## src/rtl/syn_pkg.sv

```systemverilog
// Shared types and constants for the synapse access scheduler: FSM state
// encoding, table geometry and the synapse address former.
package syn_pkg;

    localparam int SYN_LANES  = 4;
    localparam int SYN_WORDS  = 32;
    localparam int SYN_RD_LAT = 2;

    typedef enum logic [2:0] {
        ST_IDLE,
        ST_LOAD,
        ST_SERVE,
        ST_RD_WAIT,
        ST_TURN,
        ST_FLUSH
    } syn_state_e;

    // Byte-lane address of a table word: synapse index 4*word + lane.
    function automatic logic [15:0] syn_iaddr_of(input logic [15:0] word, input logic [1:0] lane);
        return (word << 2) | {14'b0, lane};
    endfunction

endpackage

```

## src/rtl/syn_access_sched_if.sv

```systemverilog
// Bus between the access scheduler (master) and one synapse instance (slave).
interface syn_access_sched_if;
    logic [15:0] iaddr;
    logic [31:0] wdata;
    logic        w_en;
    logic        r_en;
    logic        kill;
    logic [15:0] weight;

    modport master (output iaddr, wdata, w_en, r_en, kill, input weight);
    modport slave  (input iaddr, wdata, w_en, r_en, kill, output weight);
endinterface

```

## src/rtl/syn_rr_arb.sv

```systemverilog
// Two-requester round-robin arbiter; req[0] (spike) wins first after reset and
// the pointer only moves when both requesters contend for a grant.
module syn_rr_arb (
    input  logic       clk,
    input  logic       rst,
    input  logic       en,
    input  logic [1:0] req,
    output logic [1:0] gnt
);
    logic ptr;

    always_comb begin
        gnt = 2'b00;
        if (en) begin
            if (req == 2'b11) gnt = ptr ? 2'b10 : 2'b01;
            else              gnt = req;
        end
    end

    always_ff @(posedge clk) begin
        if (rst)                        ptr <= 1'b0;
        else if (en && req == 2'b11)    ptr <= ~ptr;
    end
endmodule

```

## src/rtl/syn_access_sched.sv

```systemverilog
// Sequences table load, spike reads and STDP write-backs onto one synapse.
// Optional perf counters: define SYN_ACCESS_SCHED_PERF_EN.
//
// state    | meaning
// IDLE     | table word handshake (load_ready)
// LOAD     | four byte-lane writes of the captured word
// SERVE    | table loaded, arbitrate spike reads / STDP writes
// RD_WAIT  | read in flight, down-count synapse latency
// TURN     | one-cycle bubble after a write
// FLUSH    | synapse kill, held while flush is high
module syn_access_sched
    import syn_pkg::*;
#(
    parameter int ADDR_W = 7,
    parameter int WORDS  = SYN_WORDS,
    parameter int RD_LAT = SYN_RD_LAT,
    parameter int CNT_W  = 16
) (
    input  logic              clk,
    input  logic              rst,
    input  logic              load_valid,
    input  logic [31:0]       load_data,
    output logic              load_ready,
    output logic              load_done,
    input  logic              spk_valid,
    input  logic [ADDR_W-1:0] spk_addr,
    output logic              spk_ready,
    output logic              rsp_valid,
    output logic [ADDR_W-1:0] rsp_addr,
    output logic [15:0]       rsp_weight,
    input  logic              stdp_valid,
    input  logic [ADDR_W-1:0] stdp_addr,
    input  logic [7:0]        stdp_weight,
    output logic              stdp_ready,
    input  logic              flush,
    output logic              busy,
    syn_access_sched_if.master syn
`ifdef SYN_ACCESS_SCHED_PERF_EN
    ,
    output logic [CNT_W-1:0]  perf_rd,
    output logic [CNT_W-1:0]  perf_wr,
    output logic [CNT_W-1:0]  perf_stall
`endif
);
    localparam int WW = $clog2(WORDS);

    if (WORDS * SYN_LANES != (1 << ADDR_W) || CNT_W < 1) begin : g_cfg_check
        $error("syn_access_sched: WORDS, ADDR_W and CNT_W are inconsistent");
    end

    syn_state_e        state, state_n;
    logic [WW-1:0]     word_q;
    logic [1:0]        lane_q;
    logic [31:0]       cap_q;
    logic [3:0]        rd_cnt_q;
    logic [ADDR_W-1:0] rd_addr_q;
    logic              load_done_q;
    logic              rdy_arm_q;
    logic [15:0]       iaddr_q, iaddr_n;
    logic [31:0]       wdata_q, wdata_n;
    logic              w_en, r_en, kill;
    logic              arb_en;
    logic [1:0]        gnt;

    assign arb_en = (state == ST_SERVE) && !flush;

    syn_rr_arb u_arb (
        .clk (clk),
        .rst (rst),
        .en  (arb_en),
        .req ({stdp_valid, spk_valid}),
        .gnt (gnt)
    );

    always_comb begin
        state_n    = state;
        iaddr_n    = iaddr_q;
        wdata_n    = wdata_q;
        w_en       = 1'b0;
        r_en       = 1'b0;
        kill       = 1'b0;
        load_ready = 1'b0;
        busy       = 1'b1;
        case (state)
            ST_IDLE: begin
                busy       = 1'b0;
                load_ready = rdy_arm_q && !flush;
                if (load_valid && load_ready) state_n = ST_LOAD;
            end
            ST_LOAD: begin
                if (!flush) begin
                    w_en    = 1'b1;
                    iaddr_n = syn_iaddr_of(16'(word_q), lane_q);
                    wdata_n = cap_q;
                end
                if (lane_q == 2'd3)
                    state_n = (word_q == WW'(WORDS - 1)) ? ST_SERVE : ST_IDLE;
            end
            ST_SERVE: begin
                busy = spk_valid || stdp_valid;
                if (gnt[0]) begin
                    r_en    = 1'b1;
                    iaddr_n = 16'(spk_addr);
                    state_n = ST_RD_WAIT;
                end else if (gnt[1]) begin
                    w_en    = 1'b1;
                    iaddr_n = 16'(stdp_addr);
                    wdata_n = {4{stdp_weight}};
                    state_n = ST_TURN;
                end
            end
            ST_RD_WAIT: if (rd_cnt_q == 4'd0) state_n = ST_SERVE;
            ST_TURN:    state_n = ST_SERVE;
            ST_FLUSH: begin
                kill    = 1'b1;
                state_n = ST_IDLE;
            end
            default:    state_n = ST_IDLE;
        endcase
        if (flush) state_n = ST_FLUSH;
    end

    always_ff @(posedge clk) begin
        if (rst) begin
            state       <= ST_IDLE;
            word_q      <= '0;
            lane_q      <= '0;
            cap_q       <= '0;
            rd_cnt_q    <= '0;
            rd_addr_q   <= '0;
            load_done_q <= 1'b0;
            rdy_arm_q   <= 1'b0;
            iaddr_q     <= '0;
            wdata_q     <= '0;
            rsp_valid   <= 1'b0;
            rsp_addr    <= '0;
            rsp_weight  <= '0;
        end else begin
            state     <= state_n;
            rdy_arm_q <= 1'b1;
            iaddr_q   <= iaddr_n;
            wdata_q   <= wdata_n;
            rsp_valid <= 1'b0;
            if (flush) begin
                word_q      <= '0;
                lane_q      <= '0;
                load_done_q <= 1'b0;
            end else begin
                case (state)
                    ST_IDLE: if (load_valid && load_ready) begin
                        cap_q  <= load_data;
                        lane_q <= '0;
                    end
                    ST_LOAD: begin
                        lane_q <= lane_q + 2'd1;
                        if (lane_q == 2'd3) begin
                            word_q <= word_q + 1'b1;
                            if (word_q == WW'(WORDS - 1)) load_done_q <= 1'b1;
                        end
                    end
                    ST_SERVE: if (gnt[0]) begin
                        rd_addr_q <= spk_addr;
                        rd_cnt_q  <= 4'(RD_LAT - 1);
                    end
                    ST_RD_WAIT: begin
                        if (rd_cnt_q == 4'd0) begin
                            rsp_valid  <= 1'b1;
                            rsp_addr   <= rd_addr_q;
                            rsp_weight <= syn.weight;
                        end else begin
                            rd_cnt_q <= rd_cnt_q - 4'd1;
                        end
                    end
                    default: ;
                endcase
            end
        end
    end

    assign load_done  = load_done_q;
    assign spk_ready  = gnt[0];
    assign stdp_ready = gnt[1];
    assign syn.iaddr  = iaddr_n;
    assign syn.wdata  = wdata_n;
    assign syn.w_en   = w_en;
    assign syn.r_en   = r_en;
    assign syn.kill   = kill;

`ifdef SYN_ACCESS_SCHED_PERF_EN
    logic stall;
    assign stall = load_done_q && ((spk_valid && !spk_ready) || (stdp_valid && !stdp_ready));

    always_ff @(posedge clk) begin
        if (rst || flush) begin
            perf_rd    <= '0;
            perf_wr    <= '0;
            perf_stall <= '0;
        end else begin
            if (gnt[0] && !(&perf_rd))    perf_rd    <= perf_rd + 1'b1;
            if (gnt[1] && !(&perf_wr))    perf_wr    <= perf_wr + 1'b1;
            if (stall && !(&perf_stall))  perf_stall <= perf_stall + 1'b1;
        end
    end
`endif
endmodule
```

## src/flat_wrapper.sv

```systemverilog
// flat-port wrapper written by rule: the top's interface ports become plain ports
module syn_access_sched_flat import syn_pkg::*;
#(
    parameter int ADDR_W = 7,
    parameter int WORDS  = SYN_WORDS,
    parameter int RD_LAT = SYN_RD_LAT,
    parameter int CNT_W  = 16
)
  (clk, rst, load_valid, load_data, load_ready, load_done, spk_valid, spk_addr, spk_ready, rsp_valid, rsp_addr, rsp_weight, stdp_valid, stdp_addr, stdp_weight, stdp_ready, flush, busy, syn_iaddr, syn_wdata, syn_w_en, syn_r_en, syn_kill, syn_weight);
  syn_access_sched_if syn_i ();
  input  logic clk;
  input  logic rst;
  input  logic load_valid;
  input  logic [31:0] load_data;
  output logic load_ready;
  output logic load_done;
  input  logic spk_valid;
  input  logic [ADDR_W-1:0] spk_addr;
  output logic spk_ready;
  output logic rsp_valid;
  output logic [ADDR_W-1:0] rsp_addr;
  output logic [15:0] rsp_weight;
  input  logic stdp_valid;
  input  logic [ADDR_W-1:0] stdp_addr;
  input  logic [7:0] stdp_weight;
  output logic stdp_ready;
  input  logic flush;
  output logic busy;
  output wire logic [$bits(syn_i.iaddr)-1:0] syn_iaddr;
  output wire logic [$bits(syn_i.wdata)-1:0] syn_wdata;
  output wire logic [$bits(syn_i.w_en)-1:0] syn_w_en;
  output wire logic [$bits(syn_i.r_en)-1:0] syn_r_en;
  output wire logic [$bits(syn_i.kill)-1:0] syn_kill;
  input wire logic [$bits(syn_i.weight)-1:0] syn_weight;
  assign syn_iaddr = syn_i.iaddr;
  assign syn_wdata = syn_i.wdata;
  assign syn_w_en = syn_i.w_en;
  assign syn_r_en = syn_i.r_en;
  assign syn_kill = syn_i.kill;
  assign syn_i.weight = syn_weight;
  syn_access_sched #(.ADDR_W(ADDR_W), .WORDS(WORDS), .RD_LAT(RD_LAT), .CNT_W(CNT_W)) u_core (.clk(clk), .rst(rst), .load_valid(load_valid), .load_data(load_data), .load_ready(load_ready), .load_done(load_done), .spk_valid(spk_valid), .spk_addr(spk_addr), .spk_ready(spk_ready), .rsp_valid(rsp_valid), .rsp_addr(rsp_addr), .rsp_weight(rsp_weight), .stdp_valid(stdp_valid), .stdp_addr(stdp_addr), .stdp_weight(stdp_weight), .stdp_ready(stdp_ready), .flush(flush), .busy(busy), .syn(syn_i));
endmodule
```

## config.mk

```make
export PLATFORM = sky130hd
export DESIGN_NAME = syn_access_sched_flat
export DESIGN_NICKNAME = d
export VERILOG_FILES = /design/src/rtl/syn_pkg.sv /design/src/rtl/syn_access_sched_if.sv /design/src/rtl/syn_rr_arb.sv /design/src/rtl/syn_access_sched.sv /design/src/flat_wrapper.sv
export SDC_FILE = /design/constraint.sdc
export NUM_CORES = 1
export LEC_CHECK = 0
export BUFFER_PORTS_ARGS = -buffer_cell sky130_fd_sc_hd__buf_2
export CAP_MARGIN = 30
export CORE_MARGIN = 5
export CORE_UTILIZATION = 46
export CTS_BUF_LIST = sky130_fd_sc_hd__clkbuf_16
export DETAILED_ROUTE_END_ITERATION = 12
export HOLD_SLACK_MARGIN = 0.03
export PLACE_DENSITY = 0.76
export SETUP_SLACK_MARGIN = 0.4
export SKIP_LAST_GASP = 1
export SYNTH_ARGS = -nofsm -noshare
export SYNTH_HDL_FRONTEND = slang
export SYNTH_HIERARCHICAL = 1
export SYNTH_SLANG_ARGS = --single-unit
```

## constraint.sdc

```tcl
create_clock -name clk -period 2.5 [get_ports clk]
set_input_delay 0.25 -clock clk [delete_from_list [all_inputs] [get_ports clk]]
set_output_delay 0.25 -clock clk [all_outputs]
set_load 0.03 [all_outputs]
```

# == Yosys cells after proc, flatten, opt, wreduce, memory -nomap -nowiden ==
# Index checks and enable logic that the tools add are counted.
# word_totals
reg_bits,128
output_inout_bits,80
wordCells,98
# op_classes
addsub,3
eq_ne,19
muxes,35
n_bitwise,4
reduce_logical,22
# ops
operator,n
$mux 32,3
$pmux 32 s2,1
$mux 16,3
$pmux 16 s2,1
$mux 3,6
$pmux 3 s5,1
$reduce_and 3->1,4
$reduce_and 4->1,3
$mux 2,5
$ne 2x1->1 const B,5
$mux 1,9
$ne 3x2->1 const B,3
$mux 4,2
$pmux 4 s2,1
$or 7x2->7,1
$eq 3x2->1 const B,2
$eq 3x3->1 const B,2
$add 5x1->5 const B,1
$eq 5x5->1 const B,1
$logic_and 1x1->1,5
$eq 2x2->1 const B,2
$logic_not 4->1,1
$ne 4x2->1 const B,1
$pmux 1 s2,2
14 further kinds,18

# == Depth between registers and ports, before layout ==
# Gate-level depths: netlist of the first run.
# logic_depth
depth_word,7
mapped_depth,11
mapped_depth_nobuf,8

# == Modules after synthesis ==
# The synthesis of the first run kept the hierarchy.
# by_module_without_submodules
module,instances,cells_each,area_per_inst_um2,seq_area_each_um2
syn_access_sched,1,551,5033.6,2542.4
syn_rr_arb,1,10,72.6,20.0

# == Worst setup path before layout of the first run ==
# Ideal clock, no wire load.
# synth_path
path_kind,register -> register
start,register u_core.state[0]
end,register u_core.wdata_q[11]
setup_time_ns,0.115
arrival_ns,2.955
t_required_ns,2.385
path_slack_ns,-0.570
stages_incl_launch_ff,11
n_path_buf,3
cell_sequence,dfxtp_1 -> buf_4 -> clkbuf_1 -> nor3_1 -> nand2_1 -> a21oi_1 -> nor2b_1 -> a21oi_2 -> buf_6 -> a221o_1 -> and2_1
# synth_via
elab_chain_len,6
word_cells_on_any_way,7
cone_classes,eq/ne: 2; mux: 4; reduce/logical: 1
# synth_rtl
element,line_no,rtl
start: declaration,syn_access_sched.sv:51,"syn_state_e state, state_n;"
start signal: assignment,syn_access_sched.sv:139,state <= state_n;
$eq 3x2->1,syn_access_sched.sv:65,assign arb_en = (state == ST_SERVE) && !flush;
$logic_and 1x1->1,syn_access_sched.sv:65,
named net u_core.arb_en,syn_access_sched.sv:62,logic arb_en;
$mux 2,syn_rr_arb.sv:14,if (en) begin
named net stdp_ready,flat_wrapper.sv:26,output logic stdp_ready;
$mux 32,syn_access_sched.sv:105,end else if (gnt[1]) begin
$mux 32,syn_access_sched.sv:101,if (gnt[0]) begin
$pmux 32 s2,syn_access_sched.sv:84,case (state)
named net syn_wdata[11],flat_wrapper.sv:30,output wire logic [$bits(syn_i.wdata)-1:0] syn_wdata;
end signal: assignment,syn_access_sched.sv:142,wdata_q <= wdata_n;
end: declaration,syn_access_sched.sv:60,"logic [31:0] wdata_q, wdata_n;"
# The timed path passes the listed nets, and every way through them passes these cells.
# A chain may end at the register's enable or synchronous reset.

# == Worst setup path in the final report of the first run ==
# layout_path
start,register u_core.state[2]
end,output syn_wdata[12]
# layout_via
elab_chain_len,6
word_cells_on_any_way,7
cone_classes,eq/ne: 2; mux: 4; reduce/logical: 1
# layout_rtl
element,line_no
$eq 3x2->1 *,syn_access_sched.sv:65
$logic_and 1x1->1 *,syn_access_sched.sv:65
named net u_core.arb_en,syn_access_sched.sv:62
$mux 2 *,syn_rr_arb.sv:14
$mux 32,syn_access_sched.sv:105
$mux 32 *,syn_access_sched.sv:101
$pmux 32 s2 *,syn_access_sched.sv:84
end: declaration,flat_wrapper.sv:30
# Mark *: on every way through the listed nets, which the timed path passes. The rest lies on a longest branch.

==> results.sh, run 1 <==
export IMPL_critPathRequiredTime_ps=2250
export IMPL_p_switching_mw=1.03
export IMPL_grt_util_met2_pct=37.5
export IMPL_setup_viol=49
export IMPL_fillers=886
export IMPL_antenna_found_initial=0
export IMPL_hold_ws_ps=82.8
export IMPL_grt_usage_pct=23.1
export IMPL_synth_nets=642
export IMPL_ys_types=51
export IMPL_critPathMaxFanout=16
export IMPL_seq_power_share_pct=45.7
export IMPL_layout_setup_ws_ps=-164
export IMPL_maxCapViolations=0
export IMPL_num_rows=38
export IMPL_use_met3_pct=7.11
export IMPL_cp_end_kind="primary output"
export IMPL_finalWirelength_um=15600
export IMPL_critPathBufInv=3
export IMPL_hold_class="in -> reg"
export IMPL_syn_area_mm2=0.00511
export IMPL_start_util_pct=47.1
export IMPL_fmax_mhz=375
export IMPL_tightestPinTransition_ps=538
export IMPL_drt_iter0_drc=452
export IMPL_skew_ps=6.15
export IMPL_crit_path_max_incr_delay_ps=350
export IMPL_grt_first_pass_wirelength_um=23900
export IMPL_nets=819
export IMPL_avgSynthCellArea_um2=9.10
export IMPL_antenna_cells=0
export IMPL_sw_frac_of_total_pct=22.7
export IMPL_busiest_layer="met2"
export IMPL_cp_arrival_ps=2410
export IMPL_clk_pin_slew_ps=50
export IMPL_overflow=0
export IMPL_routabilityCongestion=0.890
export IMPL_syn2layout_area_growth_pct=40.0
export IMPL_finalPower_mw=4.54
export IMPL_final_cell_mix="dfxtp_1, nand2_1, buf_2"
export IMPL_combPwrFrac_pct=7.3
export IMPL_first_global_vias=4689
export IMPL_die_h_um=115
export IMPL_via_per_inst=5.42
export IMPL_cp_start_kind="flip-flop"
export IMPL_yosys_warnings=6
export IMPL_die_w_um=115
export IMPL_period_share_pct=107
export IMPL_cts_sinks=128
export IMPL_dr_pass1_iters=5
export IMPL_seq_area_frac_synth_pct=50.2
export IMPL_htreeDepth=4
export IMPL_power_density_mw_per_mm2=636
export IMPL_place_inst=833
export IMPL_worstPathCellList="nand2b_4 -> nor3_4 -> nand2_2 -> a21oi_4 -> nor2b_4 -> buf_4 -> a21oi_4 -> buf_12 -> a221o_2 -> buf_4"
export IMPL_critPathKind="reg -> out"
export IMPL_clock_path_buffers=2
export IMPL_port_buffers=155
export IMPL_final_seq_area_mm2=0.00256
export IMPL_crit_family="simple AND/OR/NAND/NOR gates"
export IMPL_ioPinCount=156
export IMPL_met1_usage_pct=28.3
export IMPL_ant_nets=0
export IMPL_drive_above_1_share_pct=40.9
export IMPL_wire_per_inst_um=17.6
export IMPL_max_slew_margin_rel_pct=64.0
export IMPL_p_int_mw=3.51
export IMPL_clk_latency_ps=400
export IMPL_final_cells=888
export IMPL_synth_cells=561
export IMPL_setup_tns_ps=-5690
export IMPL_leakage_nw=3.13
export IMPL_place_hpwl_um=10200
export IMPL_core_area_mm2=0.0108
export IMPL_fin_crit_ps=2660
export IMPL_drc=0
export IMPL_cts_root_buf="clkbuf_16"
export IMPL_rsz0062_at_grt="yes"
export IMPL_utilization_pct=65.9
export IMPL_synth_seq_cells=128
export IMPL_grt_max_degree=35
export IMPL_violations="setup timing"
export IMPL_slowest_stage="a221o_2"
export IMPL_final_common_cell="dfxtp_1"
export IMPL_cts_buffers_inserted=17
export IMPL_drv_slew=0
export IMPL_routed_via_count=4817
export IMPL_multi_input_area_mm2=0.00254
export IMPL_cts_tree="yes"
export IMPL_status="complete, but fails checks"
export IMPL_hold_violations=0
export IMPL_vdd_drop_max_mv=0.498
export IMPL_clkPwrFrac_pct=47.0
export IMPL_die_area_mm2=0.0133
==> area by class of cell <==
type / instances / share of cell area [%]
inverter: 6 / 0.315
clock inverter: 12 / 1.16
clock buffer: 17 / 5.95
multi-input combinational: 387 / 35.6
timing repair buffer: 198 / 18.7
tap: 140 / 2.45
sequential: 128 / 35.9
==> synthesized netlist by cell type, drive strengths merged <==
master,count,area share [%]
nand3,2,0.20
a2111o,1,0.22
nor3,1,0.098
and3,19,2.3
o31ai,1,0.15
nor4bb,2,0.39
xnor2,2,0.34
o21bai,1,0.15
a311oi,1,0.17
a221o,39,7.6
a21oi,63,6.2
a32oi,1,0.17
o21ba,1,0.32
a2111oi,3,0.64
nor3b,2,0.39
and2,52,6.4
nor2,26,1.9
clkbuf,20,1.5
o32ai,1,0.17
nor4b,1,0.47
a22o,7,1.2
nand2,120,8.8
or2,2,0.25
nand3b,2,0.29
o221ai,1,0.17
and2b,1,0.15
o21ai,4,0.39
and3b,1,0.17
dfxtp,128,50
mux2,1,0.29
mux2i,9,1.8
xor2,2,0.34
nor2b,1,0.12
ha,5,1.2
and4bb,2,0.49
nand4,2,0.24
buf,22,2.7
or3,2,0.24
inv,6,0.44
o211ai,1,0.15
nand2b,3,0.51
==> path summary, 6_finish.rpt <==
check | startpoint | endpoint | slack, ps | depth (start not counted)
worst max-delay path | u_core/state[2] | syn_wdata[12] | -160 | 10
worst min-delay path | syn_weight[4] | u_core/rsp_weight[4] | 80 | 3
worst max register to register | u_core/state[2] | u_core/rd_addr_q[6] | 210 | 12
worst min register to register | u_core/rsp_weight[6] | u_core/rsp_weight[6] | 450 | 2
==> metal layers <==
metal / vias up / wire (µm)
met5: - / 0
met4: 0 / 435
met3: 34 / 1200
met2: 190 / 7560
met1: 2284 / 6410
li1: 2309 / -
==> logic make-up (layout without fill, tap and decap cells) <==
| kind of cell | after synthesis | after routing | share of synthesized area (%) |
|---|---|---|---|
| and+or+nand+nor | 241 | 241 | 23.4 |
| adders and majority gates | 5 | 5 | 1.23 |
| DFF | 128 | 128 | 50.2 |
| buffers and inverters | 48 | 233 | 4.61 |
| xor gates and xnor gates | 4 | 4 | 0.686 |
| AOI/OAI and AO/OA | 125 | 127 | 17.8 |
| muxes | 10 | 10 | 2.06 |
==> worst min-delay path, stage by stage <==
cell and delay, ps:
buf_2 90, nand2_1 40, a21oi_1 50
==> sequential cells by signal, summed over array words and instances (netlist names), 2 cells and up <==
register	count
u_core/state	3
u_core/rsp_addr	7
u_core/rd_addr_q	7
u_core/lane_q	2
u_core/wdata_q	32
u_core/iaddr_q	16
u_core/word_q	5
u_core/rd_cnt_q	4
u_core/cap_q	32
u_core/rsp_weight	16
==> repair_timing <==
action / 4_1_cts / 5_1_grt
setup endpoints to repair: 99 / 120
hold buffers: 0 / 0
resized for setup: 83 / 19
buffers inserted: 18 / 5
gates cloned: 2 / 1
pin swaps: 9 / 10
==> per-stage QoR <==
step | instance area [µm²] | worst slack, ps
floorplan | 5260 | 27.8
global placement | 6110 | 87.2
detailed placement | 6110 | 6.36
CTS | 7040 | -116
global route | 7150 | -254
finish | 7150 | -164
==> power by group through the flow <==
stage,Sequential (mW),Combinational [mW],Clock [mW]
floorplan,2.12,0.172,0
global placement,2.12,0.273,0
detailed placement,2.12,0.280,0
CTS,2.08,0.318,2.18
global route,2.08,0.354,2.28
finish,2.08,0.330,2.14
No activity file was read; power rests on OpenSTA's default activity.
==> inputs of run 2 (changes only) <==
--- a/config.mk
+++ b/config.mk
@@ -5,10 +5,11 @@
 export SDC_FILE = /design/constraint.sdc
 export NUM_CORES = 1
 export LEC_CHECK = 0
+export ABC_AREA = 1
 export BUFFER_PORTS_ARGS = -buffer_cell sky130_fd_sc_hd__buf_2
 export CAP_MARGIN = 30
 export CORE_MARGIN = 5
-export CORE_UTILIZATION = 46
+export CORE_UTILIZATION = 47
 export CTS_BUF_LIST = sky130_fd_sc_hd__clkbuf_16
 export DETAILED_ROUTE_END_ITERATION = 12
 export HOLD_SLACK_MARGIN = 0.03
==> run 2 against run 1 <==
Against the previous run:
- the flow now finishes without violations
- core utilization is 9.1 points higher
- cell count grew 31%
- setup slack gained 180 ps
- fmax rose by 7.1%
- first-iteration DRC count is 28% higher
- sequential share of layout area is 6.9 points lower
- combinational power grew 85%
==> results.sh, run 2 <==
export IMPL_status="completed"
export IMPL_syn_area_mm2=0.00564
export IMPL_hold_violations=0
export IMPL_yosysTopAreaCell="dfxtp_1"
export IMPL_leakage_nw=4.12
export IMPL_core_area_mm2=0.0119
export IMPL_ioPinCount=156
export IMPL_layout_setup_ws_ps=11.8
export IMPL_skew_ps=13.3
export IMPL_synth_top_area_share_pct=45.5
export IMPL_port_buffers=155
export IMPL_synth_flop_cell="dfxtp_1"
export IMPL_crit_family="buffers and inverters"
export IMPL_place_hpwl_um=11300
export IMPL_fin_crit_ps=2490
export IMPL_routabilityCongestion=0.875
export IMPL_critPathMaxFanout=7
export IMPL_crit_path_max_incr_delay_ps=350
export IMPL_clock_path_buffers=2
export IMPL_cts_root_buf="clkbuf_16"
export IMPL_num_rows=40
export IMPL_die_w_um=120
export IMPL_fmax_mhz=402
export IMPL_synthArstFlopShare_pct=0
export IMPL_synth_nets=881
export IMPL_drc=0
export IMPL_ys_top_cells_by_area="dfxtp_1, nand2_1, nand3_1"
export IMPL_cp_common_cell="buf_4"
export IMPL_first_global_vias=6005
export IMPL_via_per_inst=5.50
export IMPL_finalPower_mw=5.36
export IMPL_grt_max_degree=60
export IMPL_cp_end_kind="primary output"
export IMPL_ant_nets=0
export IMPL_avgSynthCellArea_um2=7.05
export IMPL_clk_latency_ps=430
export IMPL_synth_common_cells="nand2_1, dfxtp_1, nor2_1"
export IMPL_top_regs="u_core/cap_q (32), u_core/wdata_q (32)"
export IMPL_multi_input_area_mm2=0.00355
export IMPL_drive_above_1_share_pct=38.3
export IMPL_cts_sinks=128
export IMPL_cts_buffers_inserted=17
export IMPL_power_density_mw_per_mm2=603
export IMPL_period_share_pct=99.5
export IMPL_die_area_mm2=0.0143
export IMPL_tightestPinTransition_ps=686
export IMPL_final_cell_mix="nand2_1, dfxtp_1, buf_2"
export IMPL_seq_area_frac_synth_pct=45.5
export IMPL_dr_pass1_iters=5
export IMPL_setup_viol=0
export IMPL_slowest_stage="dfxtp_4"
export IMPL_synth_most_common_cell="nand2_1"
export IMPL_drt_iter0_drc=578
export IMPL_cts_tree="yes"
export IMPL_synth_seq_cells=128
export IMPL_max_slew_margin_rel_pct=54.3
export IMPL_critPathBufInv=4
export IMPL_die_h_um=120
export IMPL_cp_arrival_ps=2240
export IMPL_place_inst=1079
export IMPL_rsz0062_at_grt="yes"
export IMPL_synth_edf_count=0
export IMPL_drv_slew=0
export IMPL_final_common_cell="nand2_1"
export IMPL_routed_via_count=6391
export IMPL_wire_per_inst_um=16.8
export IMPL_grt_usage_pct=25.6
export IMPL_vdd_drop_max_mv=0.399
export IMPL_fillers=804
export IMPL_clk_pin_slew_ps=60
export IMPL_critPathRequiredTime_ps=2250
export IMPL_yosys_warnings=6
export IMPL_syn2layout_area_growth_pct=57.8
export IMPL_critPathKind="reg -> out"
export IMPL_start_util_pct=47.5
export IMPL_finalWirelength_um=19500
export IMPL_grt_first_pass_wirelength_um=29600
export IMPL_htreeDepth=4
export IMPL_worstPathCellList="inv_4 -> nand3_4 -> nor2_4 -> nand2_2 -> a21oi_4 -> buf_4 -> buf_4 -> a21oi_1 -> o21ai_1 -> nand3_2 -> buf_6"
export IMPL_synth_cells=800
export IMPL_ctsHoldBuffers=0
export IMPL_hold_class="in -> reg"
export IMPL_final_cells=1161
export IMPL_final_seq_area_mm2=0.00257
export IMPL_overflow=0
export IMPL_maxCapViolations=0
export IMPL_antenna_found_initial=4
export IMPL_pre_cts_ws_ps=229
export IMPL_ys_types=29
export IMPL_nets=1080
export IMPL_cp_start_kind="flip-flop"
[run 2: changes by cell type after synthesis, moves of 51 or more]
cell,previous run,this run
nand3_1,2,82
inv_1,5,74
nand2_1,120,171
nor2_1,26,107
o21ai_0,3,71
and2_1,52,0
[run 2: cells by family after synthesis]
logic type               synth area share (%)
AO/OA/AOI/OAI                            15.6
XOR/XNOR                                0.155
adder cells (fa/ha/maj)                  1.11
buffers and inverters                    8.95
flip-flops                               45.5
AND/OR/NAND/NOR                          28.8
[run 2: layer usage]
| metal | up-vias | share of wire, % | track usage [%] |
|---|---|---|---|
| met2 | 345 | 47 | 40.4 |
| met3 | 76 | 8.3 | 6.36 |
| li1 | 3031 | - | - |
| met5 | - | 0.072 | 0 |
| met1 | 2935 | 41 | 32.8 |
| met4 | 4 | 4.1 | 12.8 |
[run 2: worst paths after layout]
path | from | endpoint | slack (ps) | cells after the start
worst min register to register | u_core/rsp_weight[15] | u_core/rsp_weight[15] | 440 | 2
worst max-delay path | u_core/state[2] | syn_iaddr[2] | 10 | 11
worst max register to register | u_core/state[2] | u_core/wdata_q[23] | 460 | 13
worst min-delay path | load_data[20] | u_core/cap_q[20] | 50 | 3
[run 2: area by class of cell]
| class | instances | share of cell area, % |
|---|---|---|
| Antenna cell | 2 | 0.0563 |
| Clock buffer | 17 | 4.78 |
| Multi-Input combinational cell | 554 | 39.9 |
| Tap cell | 147 | 2.07 |
| Timing Repair Buffer | 218 | 18.6 |
| Sequential cell | 128 | 28.9 |
| Clock inverter | 15 | 2.26 |
| Inverter | 80 | 3.43 |
[run 2: report_power, final]
| part | leakage [nW] | total (mW) | internal, mW | switching, mW |
|---|---|---|---|---|
| sequential | 1.04 | 2.11 | 2.09 | 0.0279 |
| clock | 0.308 | 2.64 | 1.74 | 0.897 |
| combinational | 2.77 | 0.612 | 0.217 | 0.395 |
| total | 4.12 | 5.36 | 4.04 | 1.32 |
[run 2: what timing repair did]
item,in CTS,in global routing
setup buffers,28,16
cloned,4,0
setup endpoints to repair,50,51
gates resized for setup,115,32
pin swaps,41,27
endpoints found under the hold margin,0,0
[run 2: tightest hold or removal path: stages]
cell    delay [ps]
buf_2           70
nor2_1          40
nor2_1          80
[run 2: metrics by stage]
stage / utilization [%] / setup TNS (ps) / cell area [µm²] / hold slack, ps
4_1_cts: 72.6 / 0 / 8610 / 42.5
3_3_place_gp: 61.1 / 0 / 7240 / 428
2_1_floorplan: - / 0 / 6370 / 385
5_1_grt: 75.0 / -392 / 8890 / 48.8
3_5_place_dp: 61.1 / 0 / 7240 / 432
6_report: 75.0 / 0 / 8890 / 49.3
==> inputs of run 3 (changes only) <==
--- a/config.mk
+++ b/config.mk
@@ -12,7 +12,7 @@
 export CORE_UTILIZATION = 47
 export CTS_BUF_LIST = sky130_fd_sc_hd__clkbuf_16
 export DETAILED_ROUTE_END_ITERATION = 12
-export HOLD_SLACK_MARGIN = 0.03
+export HOLD_SLACK_MARGIN = 0.12
 export PLACE_DENSITY = 0.76
 export SETUP_SLACK_MARGIN = 0.4
 export SKIP_LAST_GASP = 1
==> run 3 against run 2 <==
Against the previous run:
- the flow now finishes with violations (setup timing)
- first-iteration DRC count rose by 67%
- count of clock-buffer cells in the layout is the same
- power grew 1.5%
- register-to-register slack lost 130 ps
- via count is 7.2% higher
- core utilization grew 4.1 points
- critical path depth is 1 higher
- setup slack lost 89 ps
- non-clock buffer count grew 49
==> results.sh, run 3 (synthesis results as in run 2) <==
export IMPL_ant_nets=0
export IMPL_cts_tree="yes"
export IMPL_vdd_drop_max_mv=0.435
export IMPL_cp_arrival_ps=2330
export IMPL_first_global_vias=6358
export IMPL_core_area_mm2=0.0119
export IMPL_drive_above_1_share_pct=38.8
export IMPL_maxCapViolations=0
export IMPL_critPathKind="reg -> out"
export IMPL_drv_slew=0
export IMPL_status="complete, but fails checks"
export IMPL_syn2layout_area_growth_pct=66.5
export IMPL_grt_usage_pct=28.1
export IMPL_final_cell_mix="nand2_1, dfxtp_1, buf_2"
export IMPL_power_density_mw_per_mm2=580
export IMPL_hold_depth=3
export IMPL_grt_first_pass_wirelength_um=32100
export IMPL_antenna_found_initial=1
export IMPL_max_slew_margin_rel_pct=54.9
export IMPL_tightestPinTransition_ps=675
export IMPL_drt_iter0_drc=967
export IMPL_violations="setup timing"
export IMPL_period_share_pct=103
export IMPL_port_buffers=155
export IMPL_skew_ps=10.1
export IMPL_cts_buffers_inserted=17
export IMPL_hold_class="in -> reg"
export IMPL_top_regs="u_core/cap_q (32), u_core/wdata_q (32)"
export IMPL_die_area_mm2=0.0143
export IMPL_clk_pin_slew_ps=50
export IMPL_cp_end_kind="primary output"
export IMPL_ioPinCount=156
export IMPL_clock_path_buffers=2
export IMPL_post_dp_cell_area_mm2=0.00724
export IMPL_setup_viol=15
export IMPL_hold_violations=0
export IMPL_num_rows=40
export IMPL_dr_pass1_iters=6
export IMPL_rsz0062_at_grt="yes"
export IMPL_start_util_pct=47.5
export IMPL_critPathMaxFanout=7
export IMPL_fin_area_mm2=0.00939
export IMPL_htreeDepth=4
export IMPL_die_h_um=120
export IMPL_ff2ff_path_depth=13
export IMPL_wire_per_inst_um=18.3
export IMPL_cts_sinks=128
export IMPL_overflow=0
export IMPL_drc=0
export IMPL_final_cells=1209
export IMPL_cts_root_buf="clkbuf_16"
export IMPL_setup_tns_ps=-615
export IMPL_cp_start_kind="flip-flop"
export IMPL_layout_setup_ws_ps=-76.8
export IMPL_finalWirelength_um=22100
export IMPL_clk_latency_ps=430
export IMPL_via_per_inst=5.66
export IMPL_place_hpwl_um=11300
export IMPL_nets=1129
export IMPL_routabilityCongestion=0.875
export IMPL_fin_crit_ps=2580
export IMPL_critPathRequiredTime_ps=2250
export IMPL_place_inst=1079
export IMPL_final_common_cell="nand2_1"
export IMPL_leakage_nw=4.31
export IMPL_grt_max_degree=60
export IMPL_die_w_um=120
export IMPL_fmax_mhz=388
export IMPL_routed_via_count=6848
==> run 3: changes by cell type in the layout (fill, tap and decap cells not counted), moves of 4 or more <==
cell and delta:
dlygate4sd3_1 +39, nand2_2 +9, buf_4 +7, nand2_1 -7, buf_6 +4
==> run 3: stage by stage <==
step | utilization (%) | setup WS (ps) | hold WS (ps) | total power, mW
finish | 79.1 | -76.8 | 128 | 5.44
global route | 79.1 | -128 | 126 | 5.59
CTS | 75.9 | 63.2 | 121 | 5.37
detailed placement | 61.1 | 229 | 432 | 2.64
global placement | 61.1 | 275 | 428 | 2.64
floorplan | - | 14.7 | 385 | 2.48
==> run 3: worst paths after layout <==
path                            slack [ps]                  start                     to
worst max register to register         330        u_core/state[0]     u_core/wdata_q[23]
worst max-delay path                   -80        u_core/state[0]           syn_wdata[7]
worst min-delay path                   130         syn_weight[12]  u_core/rsp_weight[12]
worst min register to register         440  u_core/rsp_weight[15]  u_core/rsp_weight[15]
==> run 3: final cells by class <==
cell class | count | area [µm²]
Multi-Input combinational cell | 554 | 3570
Clock inverter | 15 | 201
Timing Repair Buffer | 267 | 2120
Tap cell | 147 | 184
Clock buffer | 17 | 425
Antenna cell | 1 | 2.50
Sequential cell | 128 | 2570
Inverter | 80 | 313
Fill cell | 687 | 2470
==> run 3: timing repair <==
item                       CTS  global route
hold buffers                39             0
buffers inserted            28            26
pin swaps                   41            38
gates cloned                 4             0
resized for setup          115            54
hold endpoints to repair    39             0
setup endpoints to repair   50            59
==> run 3: power breakdown <==
part           leakage, nW  internal, mW  total [mW]  switching [mW]
sequential            1.04          2.09        2.12          0.0319
clock                0.308          1.74        2.65           0.909
combinational         2.97         0.258       0.674           0.417
total                 4.31          4.09        5.44            1.36
==> run 3: metal layers <==
layer | share of wire [%] | vias to the layer above | GRT usage, %
li1 | - | 3124 | -
met1 | 38 | 3119 | 34.8
met2 | 47 | 495 | 45.6
met3 | 9.2 | 110 | 6.22
met4 | 5.6 | 0 | 15.1
met5 | 0 | - | 0
==> run 3: critical path, cell delays in order (launching register included) <==
cell and delay, ps:
dfxtp_4 360, inv_4 80, nand3_4 80, nor2_4 130, nand2_2 90, a21oi_4 140, inv_2 70, nor2_4 190
buf_12 180, buf_6 110, nand3_4 170, nand3_4 160, buf_6 140
